## src/rtl/fetch_pkg.sv

```systemverilog
// Shared types and constants for the instruction fetch stage.
// The S_FAULT state exists only when FETCH_MISALIGN_EN is defined.
package fetch_pkg;

`ifdef FETCH_MISALIGN_EN
  typedef enum logic [1:0] {
    S_IDLE  = 2'd0,
    S_REQ   = 2'd1,
    S_HOLD  = 2'd2,
    S_FAULT = 2'd3
  } fetch_state_t;
`else
  typedef enum logic [1:0] {
    S_IDLE = 2'd0,
    S_REQ  = 2'd1,
    S_HOLD = 2'd2
  } fetch_state_t;
`endif

  // Sequential PC increment (one 32-bit instruction word).
  localparam int unsigned PC_STEP = 4;

  // Value held in the instruction register out of reset.
  localparam int unsigned INSTR_RESET = 0;

  // True when the two address LSBs select a word boundary.
  function automatic logic is_word_aligned(input logic [1:0] lsb);
    return (lsb == 2'b00);
  endfunction

endpackage

```

## src/rtl/fetch_unit_pc_next_calc.sv

```systemverilog
// Combinational next-PC selection: branch target or sequential step.
// Kept free of any alignment policy so the pipelined core can reuse it.
module pc_next_calc
  import fetch_pkg::*;
#(
  parameter int WIDTH = 32
) (
  input  logic [WIDTH-1:0] pc_i,
  input  logic             pc_src_i,
  input  logic [WIDTH-1:0] imm_op_i,
  output logic [WIDTH-1:0] pc_next_o
);

  logic [WIDTH-1:0] pc_seq;
  logic [WIDTH-1:0] pc_branch;

  // Both candidates wrap modulo 2^WIDTH; the wrap is intentional and silent.
  always_comb begin
    pc_seq    = pc_i + WIDTH'(PC_STEP);
    pc_branch = pc_i + imm_op_i;
    pc_next_o = pc_src_i ? pc_branch : pc_seq;
  end

endmodule

```

## src/rtl/fetch_unit.sv

```systemverilog
// Instruction fetch stage: owns the PC, issues one imem request at a time,
// and holds the fetched word for decode/control under valid/ready.
// Optional feature macro: FETCH_MISALIGN_EN (misaligned target -> S_FAULT,
// adds the fetch_fault port). Without it, targets are rounded down to a word.
module fetch_unit
  import fetch_pkg::*;
#(
  parameter int               WIDTH    = 32,
  parameter logic [WIDTH-1:0] RESET_PC = '0
) (
  input  logic             clk,
  input  logic             rst_n,
  output logic [WIDTH-1:0] imem_addr,
  output logic             imem_req,
  input  logic             imem_ack,
  input  logic [WIDTH-1:0] imem_rdata,
  output logic [WIDTH-1:0] instr,
  output logic             instr_valid,
  input  logic             instr_ready,
  output logic [WIDTH-1:0] pc_out,
  input  logic             PCSrc,
  input  logic [WIDTH-1:0] ImmOp
`ifdef FETCH_MISALIGN_EN
  ,
  output logic             fetch_fault
`endif
);

  // Clear the two byte-offset bits so the target lands on a word boundary.
  function automatic logic [WIDTH-1:0] word_align(input logic [WIDTH-1:0] a);
    return a & ~(WIDTH'(3));
  endfunction

  fetch_state_t     state_q, state_d;
  logic [WIDTH-1:0] pc_q, pc_d;
  logic [WIDTH-1:0] instr_q, instr_d;
  logic [WIDTH-1:0] pc_out_q, pc_out_d;
  logic             req_q, req_d;
  logic             valid_q, valid_d;
  logic [WIDTH-1:0] pc_next_raw;
  logic [WIDTH-1:0] pc_target;
`ifdef FETCH_MISALIGN_EN
  logic             fault_q, fault_d;
  logic             target_misaligned;
`endif

  pc_next_calc #(
    .WIDTH(WIDTH)
  ) u_pc_next_calc (
    .pc_i      (pc_q),
    .pc_src_i  (PCSrc),
    .imm_op_i  (ImmOp),
    .pc_next_o (pc_next_raw)
  );

`ifdef FETCH_MISALIGN_EN
  // The misaligned target is kept as-is so it is visible on imem_addr for diagnosis.
  always_comb begin
    pc_target         = pc_next_raw;
    target_misaligned = !is_word_aligned(pc_next_raw[1:0]);
  end
`else
  // Without fault reporting, any byte offset in the target is silently dropped.
  always_comb begin
    pc_target = word_align(pc_next_raw);
  end
`endif

  // Next-state logic; registered outputs are decoded from the next state so
  // they line up with the state register and never see an input combinationally.
  always_comb begin
    state_d  = state_q;
    pc_d     = pc_q;
    instr_d  = instr_q;
    pc_out_d = pc_out_q;

    case (state_q)
      S_IDLE: begin
        state_d = S_REQ;
      end
      S_REQ: begin
        if (imem_ack) begin
          instr_d  = imem_rdata;
          pc_out_d = pc_q;
          state_d  = S_HOLD;
        end
      end
      S_HOLD: begin
        // PCSrc/ImmOp only matter on the consume cycle.
        if (instr_ready) begin
          pc_d = pc_target;
`ifdef FETCH_MISALIGN_EN
          state_d = target_misaligned ? S_FAULT : S_REQ;
`else
          state_d = S_REQ;
`endif
        end
      end
`ifdef FETCH_MISALIGN_EN
      S_FAULT: begin
        // Sticky until reset.
        state_d = S_FAULT;
      end
`endif
      default: begin
        state_d = S_IDLE;
      end
    endcase

    req_d   = (state_d == S_REQ);
    valid_d = (state_d == S_HOLD);
`ifdef FETCH_MISALIGN_EN
    fault_d = (state_d == S_FAULT);
`endif
  end

  // State, PC and output registers; reset abandons any in-flight request.
  always_ff @(posedge clk) begin
    if (!rst_n) begin
      state_q  <= S_IDLE;
      pc_q     <= RESET_PC;
      instr_q  <= WIDTH'(INSTR_RESET);
      pc_out_q <= RESET_PC;
      req_q    <= 1'b0;
      valid_q  <= 1'b0;
`ifdef FETCH_MISALIGN_EN
      fault_q  <= 1'b0;
`endif
    end else begin
      state_q  <= state_d;
      pc_q     <= pc_d;
      instr_q  <= instr_d;
      pc_out_q <= pc_out_d;
      req_q    <= req_d;
      valid_q  <= valid_d;
`ifdef FETCH_MISALIGN_EN
      fault_q  <= fault_d;
`endif
    end
  end

  assign imem_addr   = pc_q;
  assign imem_req    = req_q;
  assign instr       = instr_q;
  assign instr_valid = valid_q;
  assign pc_out      = pc_out_q;
`ifdef FETCH_MISALIGN_EN
  assign fetch_fault = fault_q;
`endif

endmodule

```

## config.mk

```make
export PLATFORM = sky130hd
export DESIGN_NAME = fetch_unit
export DESIGN_NICKNAME = d
export VERILOG_FILES = /design/src/rtl/fetch_pkg.sv /design/src/rtl/fetch_unit_pc_next_calc.sv /design/src/rtl/fetch_unit.sv
export SDC_FILE = /design/constraint.sdc
export NUM_CORES = 1
export LEC_CHECK = 0
export BUFFER_PORTS_ARGS = -buffer_cell sky130_fd_sc_hd__buf_2
export CAP_MARGIN = 20
export CORE_ASPECT_RATIO = 1.1
export CORE_MARGIN = 1.5
export CORE_UTILIZATION = 46
export CTS_CLUSTER_SIZE = 25
export DETAILED_ROUTE_END_ITERATION = 8
export PLACE_DENSITY = 0.79
export SYNTH_ARGS = -nofsm -noshare
export SYNTH_HDL_FRONTEND = slang
export SYNTH_SLANG_ARGS = --single-unit
export TNS_END_PERCENT = 10
```

## constraint.sdc

```tcl
create_clock -name clk -period 2.8 [get_ports clk]
set_clock_uncertainty 0.2 [all_clocks]
set_input_delay 0.42 -clock clk [delete_from_list [all_inputs] [get_ports clk]]
set_output_delay 0.42 -clock clk [all_outputs]
set_load 0.01 [all_outputs]
```

==> results of run 1 <==
-- sequential cells by signal, summed over array words and instances (netlist names) --
register and flops:
pc_out 30, state_q 2, imem_addr 30, instr_valid 1, imem_req 1, instr 32
-- cell usage in the layout (no fill, tap or decap), drive strengths merged, types with 14 or more instances in the layout --
master / count
buf: 238
dfxtp: 96
a21oi: 103
ha: 29
a21o: 14
and2: 31
nor2: 22
nand2: 183
o21ai: 24
xnor2: 14
-- metal layers --
| metal | up-vias | GRT usage (%) | share of wire, % |
|---|---|---|---|
| met5 | - | 0 | 0 |
| met4 | 0 | 7.48 | 1.6 |
| met3 | 21 | 5.00 | 6.7 |
| met2 | 154 | 43.7 | 48 |
| met1 | 2362 | 29.8 | 43 |
| li1 | 2657 | - | - |
-- cell families (layout without fill, tap and decap cells) --
kind of cell	after synthesis	in the layout	synth area share [%]
other	1	4	0.0741
DFF	96	96	38.0
and+or+nand+nor	276	276	23.9
buffers and inverters	48	262	4.08
AOI/OAI and AO/OA	178	178	21.7
adders and majority gates	30	30	7.57
muxes	3	3	0.594
xor gates and xnor gates	24	24	4.16
-- worst min-delay path: cells and delay by family --
kind,cells,cell delay (ns)
AO/OA/AOI/OAI,1,0.05
AND/OR/NAND/NOR,1,0.04
buffers and inverters,1,0.09
-- power by group through the flow --
stage                     sequential (mW)  clock (mW)  combinational, mW
final                                1.42        1.24              0.390
after global routing                 1.42        1.33              0.434
after CTS                            1.42        1.27              0.389
after detailed placement             1.45           0              0.387
after global placement               1.45           0              0.382
after floorplan                      1.46           0              0.198
-- metrics by stage --
stage,TNS (ns),area [um^2],cells
floorplan,0,5070,659
global placement,-1.74,6460,998
detailed placement,-2.28,6460,998
CTS,0,6770,1014
global route,-0.0000837,6800,1016
finish,0,6800,1016
-- area by class of cell --
class / count / share of cell area, %
Timing Repair Buffer: 238 / 20.6
Sequential cell: 96 / 28.3
Clock inverter: 7 / 1.20
Tap cell: 143 / 2.63
Clock buffer: 9 / 3.31
Inverter: 8 / 0.442
Multi-Input combinational cell: 515 / 43.6
-- timing repair --
action                                  4_1_cts  5_1_grt
gates resized for setup                       0        7
endpoints found under the setup margin        0        9
setup buffers                                 0        1
endpoints found under the hold margin         0        0
-- path summary, 6_finish.rpt --
path / start / end / slack, ns / depth (start not counted)
worst max-delay path: PCSrc / imem_addr[29]$_SDFFE_PN0P_ / 0.11 / 12
worst min-delay path: imem_rdata[14] / instr[14]$_SDFFE_PN0P_ / 0.11 / 3
worst min register to register: instr[7]$_SDFFE_PN0P_ / instr[7]$_SDFFE_PN0P_ / 0.25 / 2
worst max register to register: imem_addr[2]$_SDFFE_PN0P_ / imem_addr[24]$_SDFFE_PN0P_ / 0.23 / 11
==> results by group, run 1 <==
STA
  – Worst Max-Slew Pin Slew: ~0.85 ns
  – Max-slew violation count: 0
  – Fin crit period: roughly 2.7 ns
  – RSZ-0062 raised after global routing: yes
  – Worst hold slack: around 0.11 ns
  – Final Setup Violations: 0
  – Fmax: approximately 370 MHz
  – Final WS setup: 0.114 ns
  – Slew Limit Headroom: 43.2%
  – Endpoints failing hold: 0
  – Fin crit share: 95.9%

Worst setup path
  – Critical path arrival: roughly 2.7 ns
  – CP delay by family, top: compound AO/OA/AOI/OAI gates
  – CP max FO: 17
  – CP cell instances: buf_2, buf_12, buf_4, and2_1, ha_1, a21o_1, a21o_1, a21oi_2, o21ai_0, a21o_1, or3_1, a32o_1
  – Crit path kind: in2reg
  – Crit-path most repeated cell: a21o_1
  – Critical-path top delay cell: or3_1
  – CP required: around 2.8 ns
  – Startpoint class of the critical path: primary input
  – Worst Path Buf+Inv: 3
  – Crit path largest cell delay: ~0.33 ns
  – CP endpoint kind: register

Finish
  – Antenna diode count: 0
  – Fin nets: about 970
  – Share of cells above drive strength 1: approximately a third
  – Final Core Density: 64.5%
  – Layout area overhead: 34.5%
  – Area taken by multi-input logic gates: between 2000 and 3000 um^2
  – Reg area: 1920 um^2
  – Filler cells: slightly below 1000

Detailed routing
  – WL/cell: approximately 14 um
  – Residual DRC count: 0
  – Via Count: between 5000 and 6000
  – Routed wire length: 14.2 mm
  – First DRT Iteration DRCs: 174
  – DR vias/cell: between 5 and 6
  – Drt pass-1 iters: 4
  – Antenna Nets Post-Route: 0

GRT
  – Total GRT Usage: ~25%
  – Antenna violations before repair: 0
  – First-pass GRT wire length: ~23 mm
  – Largest net degree at the start of global routing: 81
  – Vias in the first global route: about 5100
  – GRT overflow: 0

Clock network
  – Clock root buffer: clkbuf_16
  – Worst-skew pair later-pin latency: about 0.34 ns
  – Max Root-Sink Buffers: 2
  – CTS Sinks: 96
  – CTS tree: built
  – Hold_buf cts: 0
  – CTS HTree Levels: 3
  – Num CTS Buffers: 9
  – Worst-path clk slew: 0.08 ns

Power and ir drop
  – Final Power: ~3 mW
  – Worst VDD drop: between 0.4 and 0.5 mV
  – Leakage: between 3 and 4 nW
  – Comb pwr share: between 10% and 20%
  – Sw frac: a little over a quarter
  – Internal power: roughly 2.2 mW
  – Clk pwr share: between 40% and 50%
  – Sw Pwr: approximately 830 uW
  – Part of the power in registers: around 47%
  – Pwr per Cell Area: 447 nW/um^2

Floorplan
  – Core area: approximately 11000 um^2
  – Die X: approximately 100 um
  – # rows: 39
  – Initial core utilization: 48.0%
  – Die area: roughly 12000 um^2
  – DIE HEIGHT: between 100 and 150 um
  – Boundary pin count: between 150 and 200

Synthesis
  – Post-synth EDFFs: 0
  – Unique cell type count in the Yosys netlist: 56
  – Cell taking the most area after synthesis: dfxtp_1
  – Ranking of synthesized cells by area: dfxtp_1 38%, nand2_1 14%, a21oi_1 9.8%
  – Post-synthesis instance total: 656
  – Count leader, synth: nand2_1
  – Syn_area_per_cell: between 7 and 8 um^2
  – Mapped Area: around 5100 um^2
  – FF+latch count, synth: between 90 and 100
  – Yosys top cell area share: a little under two fifths
  – Synth warnings: 0
  – Most frequent cells after synthesis: 182 x nand2_1, 99 x a21oi_1, 96 x dfxtp_1, 30 x and2_1
  – Ys async rst share: 0%
  – Prevailing post-synth register cell: dfxtp_1
  – Sequential fraction of the synthesis area: a little under two fifths

Placement
  – Post-DP HPWL: ~11 mm
  – Place WS: -0.249 ns
  – GPL Wtd Cong: roughly 0.88
  – Port Buffers: 160

Min path
  – Hold crit path type: in2reg

Status
  – Status: finished, final reports clean

Flow run
  – Max_cap viols: 0
(Power assumes the default switching activity.)
==> inputs of run 2 (changes only) <==
clock period = 2.2 ns   (was 2.8 ns; I/O delays follow)
==> results by group, run 2 (synthesis results as in run 1) <==
Worst setup path
  – CP required: 2.23 ns (-0.61 ns)
  – CP endpoint kind: register
  – Critical-path top delay cell: dfxtp_2
  – Crit path largest cell delay: 0.36 ns (+0.03 ns)
  – Critical path arrival: 2.64 ns (-0.08 ns)
  – CP cell instances: ha_4, inv_2, fa_2, nor2b_4, o211ai_1, a21oi_2, o31a_1, o21ai_2, buf_4, o311ai_4, xnor2_1, o21ai_1
  – Crit path kind: reg2reg
  – Startpoint class of the critical path: register
  – CP max FO: 3 (-14)

STA
  – Endpoints failing hold: 0 (unchanged)
  – Fin crit period: approximately 2.6 ns
  – RSZ-0062 raised after global routing: yes
  – Max-slew violation count: 0 (unchanged)
  – Fmax: about 380 MHz
  – Fin crit share: 119%
  – Final Setup Violations: 23 (+23)
  – Final WS setup: -0.408 ns (-0.522 ns)

Finish
  – Largest register FFs: 32 (unchanged)
  – Layout area overhead: 48.1%
  – Fin nets: 1019 (+5.4%)
  – Antenna diode count: 0 (unchanged)
  – Filler cells: 870 (-10%)
  – Commonest non-fill, non-tap cells in the layout: 182 x nand2_1, 160 x buf_2, 126 x buf_4
  – Share of cells above drive strength 1: 39.4% (+7.2 points)
  – Most common cell after layout, fill and taps aside: nand2_1

Detailed routing
  – Antenna Nets Post-Route: 0 (unchanged)
  – Routed wire length: 16.1 mm (+13%)
  – First DRT Iteration DRCs: 250 (+44%)
  – Drt pass-1 iters: 6 (+2)
  – Residual DRC count: 0 (unchanged)
  – DR vias/cell: 5.23 (+2.2%)
  – Via Count: 5582 (+7.5%)
  – WL/cell: 15.1 um (+7.7%)

Clock network
  – Worst-path clk slew: 0.07 ns (about the same)
  – CTS HTree Levels: 3 (unchanged)
  – Num CTS Buffers: 9 (unchanged)
  – CTS tree: built
  – Worst-skew pair later-pin latency: 0.35 ns (about the same)
  – Clock root buffer: clkbuf_16
  – Hold_buf cts: 0 (unchanged)
  – Max Root-Sink Buffers: 2 (unchanged)
  – CTS Sinks: 96 (unchanged)

Power and ir drop
  – Clk pwr share: 41.6% (+1.0 points)
  – Part of the power in registers: 44.6% (-1.9 points)
  – Internal power: 2.95 mW (+34%)
  – Final Power: 4.04 mW (+33%)
  – Sw frac: 26.9% (-0.48 points)
  – Sw Pwr: 1.09 mW (+30%)
  – Leakage: 3.57 nW (+11%)
  – Worst VDD drop: 0.465 mV (+7.4%)
  – Comb pwr share: 13.8% (+1.0 points)
  – Pwr per Cell Area: 539 nW/um^2 (+20%)

Floorplan
  – Boundary pin count: 167 (unchanged)
  – DIE HEIGHT: 113 um (unchanged)
  – Die X: 103 um (unchanged)
  – Die area: 11600 um^2 (unchanged)
  – Initial core utilization: 48.0% (unchanged)
  – # rows: 39 (unchanged)
  – Core area: 10500 um^2 (unchanged)

GRT
  – Largest net degree at the start of global routing: 37 (-54%)
  – First-pass GRT wire length: 25.5 mm (+10%)
  – Vias in the first global route: 5542 (+8.9%)
  – Total GRT Usage: 27.7% (+3.0 points)
  – GRT overflow: 0 (unchanged)
  – Antenna violations before repair: 0 (unchanged)

Status
  – Violated checks: setup timing
  – Status: complete, but fails checks

Placement
  – GPL Wtd Cong: 0.907 (+2.8%)
  – Post-DP HPWL: 11.8 mm (+12%)
  – Place WS: -0.720 ns (-0.471 ns)
  – Port Buffers: 160 (unchanged)

Flow run
  – Max_cap viols: 0 (unchanged)

Min path
  – Hold crit path type: in2reg
==> run 2: cell count changes in the layout (fill, tap and decap cells not counted), sizes merged <==
| cell | delta |
|---|---|
| inv | -1 |
| clkinv | -1 |
| clkinvlp | +1 |
| buf | +52 |
| bufinv | +1 |
==> run 2: path summary, 6_finish.rpt <==
check / slack [ns] / end / cells after the start / start
max reg2reg: -0.41 / imem_addr[30]$_SDFFE_PN0P_ / 12 / imem_addr[2]$_SDFFE_PN0P_
min reg2reg: 0.25 / pc_out[24]$_SDFFE_PN0P_ / 2 / pc_out[24]$_SDFFE_PN0P_
max: -0.41 / imem_addr[30]$_SDFFE_PN0P_ / 12 / imem_addr[2]$_SDFFE_PN0P_
min: 0.01 / instr[26]$_SDFFE_PN0P_ / 3 / imem_rdata[26]
==> run 2: metal layers <==
layer	track usage, %	vias up	routed length, um	part of all wire, %
li1	-	2753	-	-
met1	32.8	2566	6640	41
met2	48.7	208	7910	49
met3	4.14	55	997	6.2
met4	12.7	0	541	3.4
met5	0	-	0	0
==> run 2: through the flow <==
step / setup TNS (ns) / cell area (um^2) / instances / hold slack [ns] / utilization [%]
floorplan: -4.79 / 5190 / 659 / 0.248 / -
global placement: -11.76 / 6880 / 1037 / 0.238 / 65.3
detailed placement: -12.95 / 6880 / 1037 / 0.243 / 65.3
CTS: -4.09 / 7380 / 1062 / 0.00672 / 70.0
global route: -7.63 / 7490 / 1068 / 0.0131 / 71.1
finish: -5.21 / 7490 / 1068 / 0.0119 / 71.1
==> run 2: cell type report <==
type	instances	area (um^2)	share of cell area (%)
well taps	143	179	2.39
clock buffers	9	225	3.01
flip-flops and latches	96	1920	25.7
inverters	8	30.0	0.401
multi-input cells	515	3220	43.0
clock inverters	7	96.3	1.29
repair buffers	290	1820	24.3
==> run 2: repair_timing <==
item | CTS | global route
endpoints found under the setup margin | 24 | 25
gates resized for setup | 24 | 15
pin swaps | 23 | 24
buffers inserted | 9 | 6
==> run 2: critical path: cells and delay by family, from the launching register on <==
| family | cells | cell delay [ns] |
|---|---|---|
| XOR/XNOR | 1 | 0.15 |
| AND/OR/NAND/NOR | 1 | 0.14 |
| adder cells (fa/ha/maj) | 2 | 0.50 |
| AO/OA/AOI/OAI | 6 | 0.96 |
| flip-flops | 1 | 0.36 |
| buffers and inverters | 2 | 0.18 |
==> run 2: power by group through the flow <==
stage | combinational [mW] | sequential (mW) | clock [mW]
2_1_floorplan | 0.269 | 1.86 | 0
3_3_place_gp | 0.519 | 1.84 | 0
3_5_place_dp | 0.530 | 1.84 | 0
4_1_cts | 0.544 | 1.80 | 1.71
5_1_grt | 0.610 | 1.81 | 1.77
6_report | 0.555 | 1.80 | 1.68
==> inputs of run 3 (changes only) <==
PLACE_DENSITY = 0.77   (was 0.79)
RECOVER_POWER = 100   (was unset)
==> results by group, run 3 (synthesis results as in run 1) <==
Status
  – Status: complete, but fails checks
  – Violated checks: setup timing

Detailed routing
  – WL/cell: 15.1 um (about the same)
  – Via Count: 5497 (-1.5%)
  – Antenna Nets Post-Route: 0 (unchanged)
  – Residual DRC count: 0 (unchanged)
  – Routed wire length: 15.8 mm (-1.8%)
  – First DRT Iteration DRCs: 259 (+3.6%)
  – DR vias/cell: 5.24 (+0.17%)
  – Drt pass-1 iters: 5 (-1)

Worst setup path
  – Reg2Reg Depth: 11 (-1)
  – Startpoint class of the critical path: register
  – CP delay by family, top: compound AO/OA/AOI/OAI gates
  – Crit path kind: reg2reg
  – Critical-path top delay cell: dfxtp_2
  – Crit path largest cell delay: 0.34 ns (-0.02 ns)
  – CP required: 2.24 ns (about the same)
  – CP endpoint kind: register
  – CP cell instances: ha_4, inv_2, fa_2, nor2b_4, o211ai_1, a21oi_2, o31a_1, o21ai_2, and2_4, nor3_1, a221o_1
  – Critical path arrival: 2.56 ns (-0.08 ns)
  – Reg2reg end: imem_addr[22]$_SDFFE_PN0P_
  – CP max FO: 3 (unchanged)
  – Worst Path Buf+Inv: 1 (-1)
  – Worst R2R Setup Slack: -0.33 ns (+0.08 ns)
  – Critical R2R Launch: imem_addr[2]$_SDFFE_PN0P_

Clock network
  – CTS Sinks: 96 (unchanged)
  – CTS tree: built
  – Worst-path clk slew: 0.08 ns (about the same)
  – Worst-skew pair later-pin latency: 0.35 ns (about the same)
  – Max Root-Sink Buffers: 2 (unchanged)
  – CTS HTree Levels: 3 (unchanged)
  – Num CTS Buffers: 9 (unchanged)
  – Clock root buffer: clkbuf_16
  – Hold_buf cts: 0 (unchanged)

Finish
  – Fin nets: 1001 (-1.8%)
  – Layout area overhead: 41.5%
  – Share of cells above drive strength 1: 28.4% (-11 points)
  – Area taken by multi-input logic gates: 3230 um^2 (+0.31%)
  – Commonest non-fill, non-tap cells in the layout: 182 x nand2_1, 95 x dfxtp_1, 93 x buf_4
  – Most common cell after layout, fill and taps aside: nand2_1
  – Filler cells: 959 (+10%)
  – Antenna diode count: 0 (unchanged)
  – Largest register FFs: 32 (unchanged)
  – Reg area: 1920 um^2 (unchanged)

STA
  – Max-slew violation count: 0 (unchanged)
  – RSZ-0062 raised after global routing: yes
  – Final Setup Violations: 21 (-8.7%)
  – Fmax: 396 MHz (+3.2%)
  – Slew Limit Headroom: between 50% and 60%
  – Endpoints failing hold: 0 (unchanged)
  – Final WS setup: -0.327 ns (+0.0807 ns)
  – Worst Max-Slew Pin Slew: 0.638 ns
  – Fin crit period: 2.53 ns (-0.0807 ns)
  – Fin crit share: 115% (-3.7 points)

Floorplan
  – Die area: 11600 um^2 (unchanged)
  – # rows: 39 (unchanged)
  – Core area: 10500 um^2 (unchanged)
  – Initial core utilization: 48.0% (unchanged)
  – DIE HEIGHT: 113 um (unchanged)
  – Boundary pin count: 167 (unchanged)
  – Die X: 103 um (unchanged)

GRT
  – Antenna violations before repair: 0 (unchanged)
  – Vias in the first global route: 5595 (+0.96%)
  – Largest net degree at the start of global routing: 63 (+70%)
  – First-pass GRT wire length: 25.5 mm (unchanged)
  – Total GRT Usage: 27.5% (-0.25 points)
  – GRT overflow: 0 (unchanged)

Placement
  – Post-DP HPWL: 11.7 mm (-0.83%)
  – Port Buffers: 160 (unchanged)
  – GPL Wtd Cong: 0.912 (+0.47%)
  – Place WS: -0.756 ns (-0.0356 ns)

Power and ir drop
  – Final Power: 3.94 mW (-2.3%)
  – Worst VDD drop: 0.420 mV (-9.7%)
  – Pwr per Cell Area: 551 nW/um^2 (+2.3%)
  – Leakage: 3.03 nW (-15%)

Min path
  – Hold crit path type: in2reg
  – Hold Crit Endpoint: instr[20]$_SDFFE_PN0P_
  – Hold depth: 3 (unchanged)
  – Hold_sp: imem_rdata[20]

Flow run
  – Max_cap viols: 0 (unchanged)
==> run 3: worst register-to-register path: cells and delay by family (launching register included) <==
| kind | cells | cell delay (ns) |
|---|---|---|
| AO/OA/AOI/OAI | 5 | 1.17 |
| AND/OR/NAND/NOR | 3 | 0.28 |
| adder cells (fa/ha/maj) | 2 | 0.38 |
| buffers and inverters | 1 | 0.05 |
| flip-flops | 1 | 0.34 |
==> run 3: repair_timing <==
item,CTS,global route
pin swaps,26,15
resized for setup,34,13
setup endpoints to repair,23,22
buffers inserted,2,0
==> run 3: worst max-delay path by stage <==
stage / from / end / slack [ns] / depth (start not counted)
after floorplan: PCSrc / imem_addr[29]$_SDFFE_PN0P_ / -0.40 / 12
after global placement: PCSrc / imem_addr[29]$_SDFFE_PN0P_ / -0.64 / 10
after detailed placement: PCSrc / imem_addr[28]$_SDFFE_PN0P_ / -0.76 / 13
after CTS: imem_addr[2]$_SDFFE_PN0P_ / imem_addr[30]$_SDFFE_PN0P_ / -0.33 / 11
after global routing: imem_addr[2]$_SDFFE_PN0P_ / imem_addr[22]$_SDFFE_PN0P_ / -0.44 / 11
final: imem_addr[2]$_SDFFE_PN0P_ / imem_addr[22]$_SDFFE_PN0P_ / -0.33 / 11
==> run 3: cell type report <==
class / count / area share (%)
Clock buffer: 9 / 3.15
Clock inverter: 7 / 1.14
Inverter: 8 / 0.420
Multi-Input combinational cell: 515 / 45.1
Sequential cell: 96 / 26.9
Tap cell: 143 / 2.50
Timing Repair Buffer: 272 / 20.8
==> run 3: power breakdown <==
group	internal (mW)	switching [mW]	total (mW)
combinational	0.228	0.300	0.528
clock	0.814	0.800	1.61
sequential	1.78	0.0241	1.80
total	2.82	1.12	3.94
==> run 3: through the flow <==
step                utilization, %  instances  hold slack [ns]  cell area, um^2  TNS [ns]
finish                        67.9       1050          0.00683             7160     -3.05
global route                  67.9       1050           0.0114             7160     -6.01
CTS                           69.1       1050          0.00557             7280     -3.58
detailed placement            64.5       1032            0.244             6800    -12.37
global placement              64.5       1032            0.238             6800    -10.73
floorplan                        -        659            0.248             5190     -4.79
==> run 3: metal layers <==
metal  GRT usage, %  share of wire, %
met4           11.4               2.6
met1           32.6                42
met5              0                 0
met2           49.3                50
met3           3.40               6.0
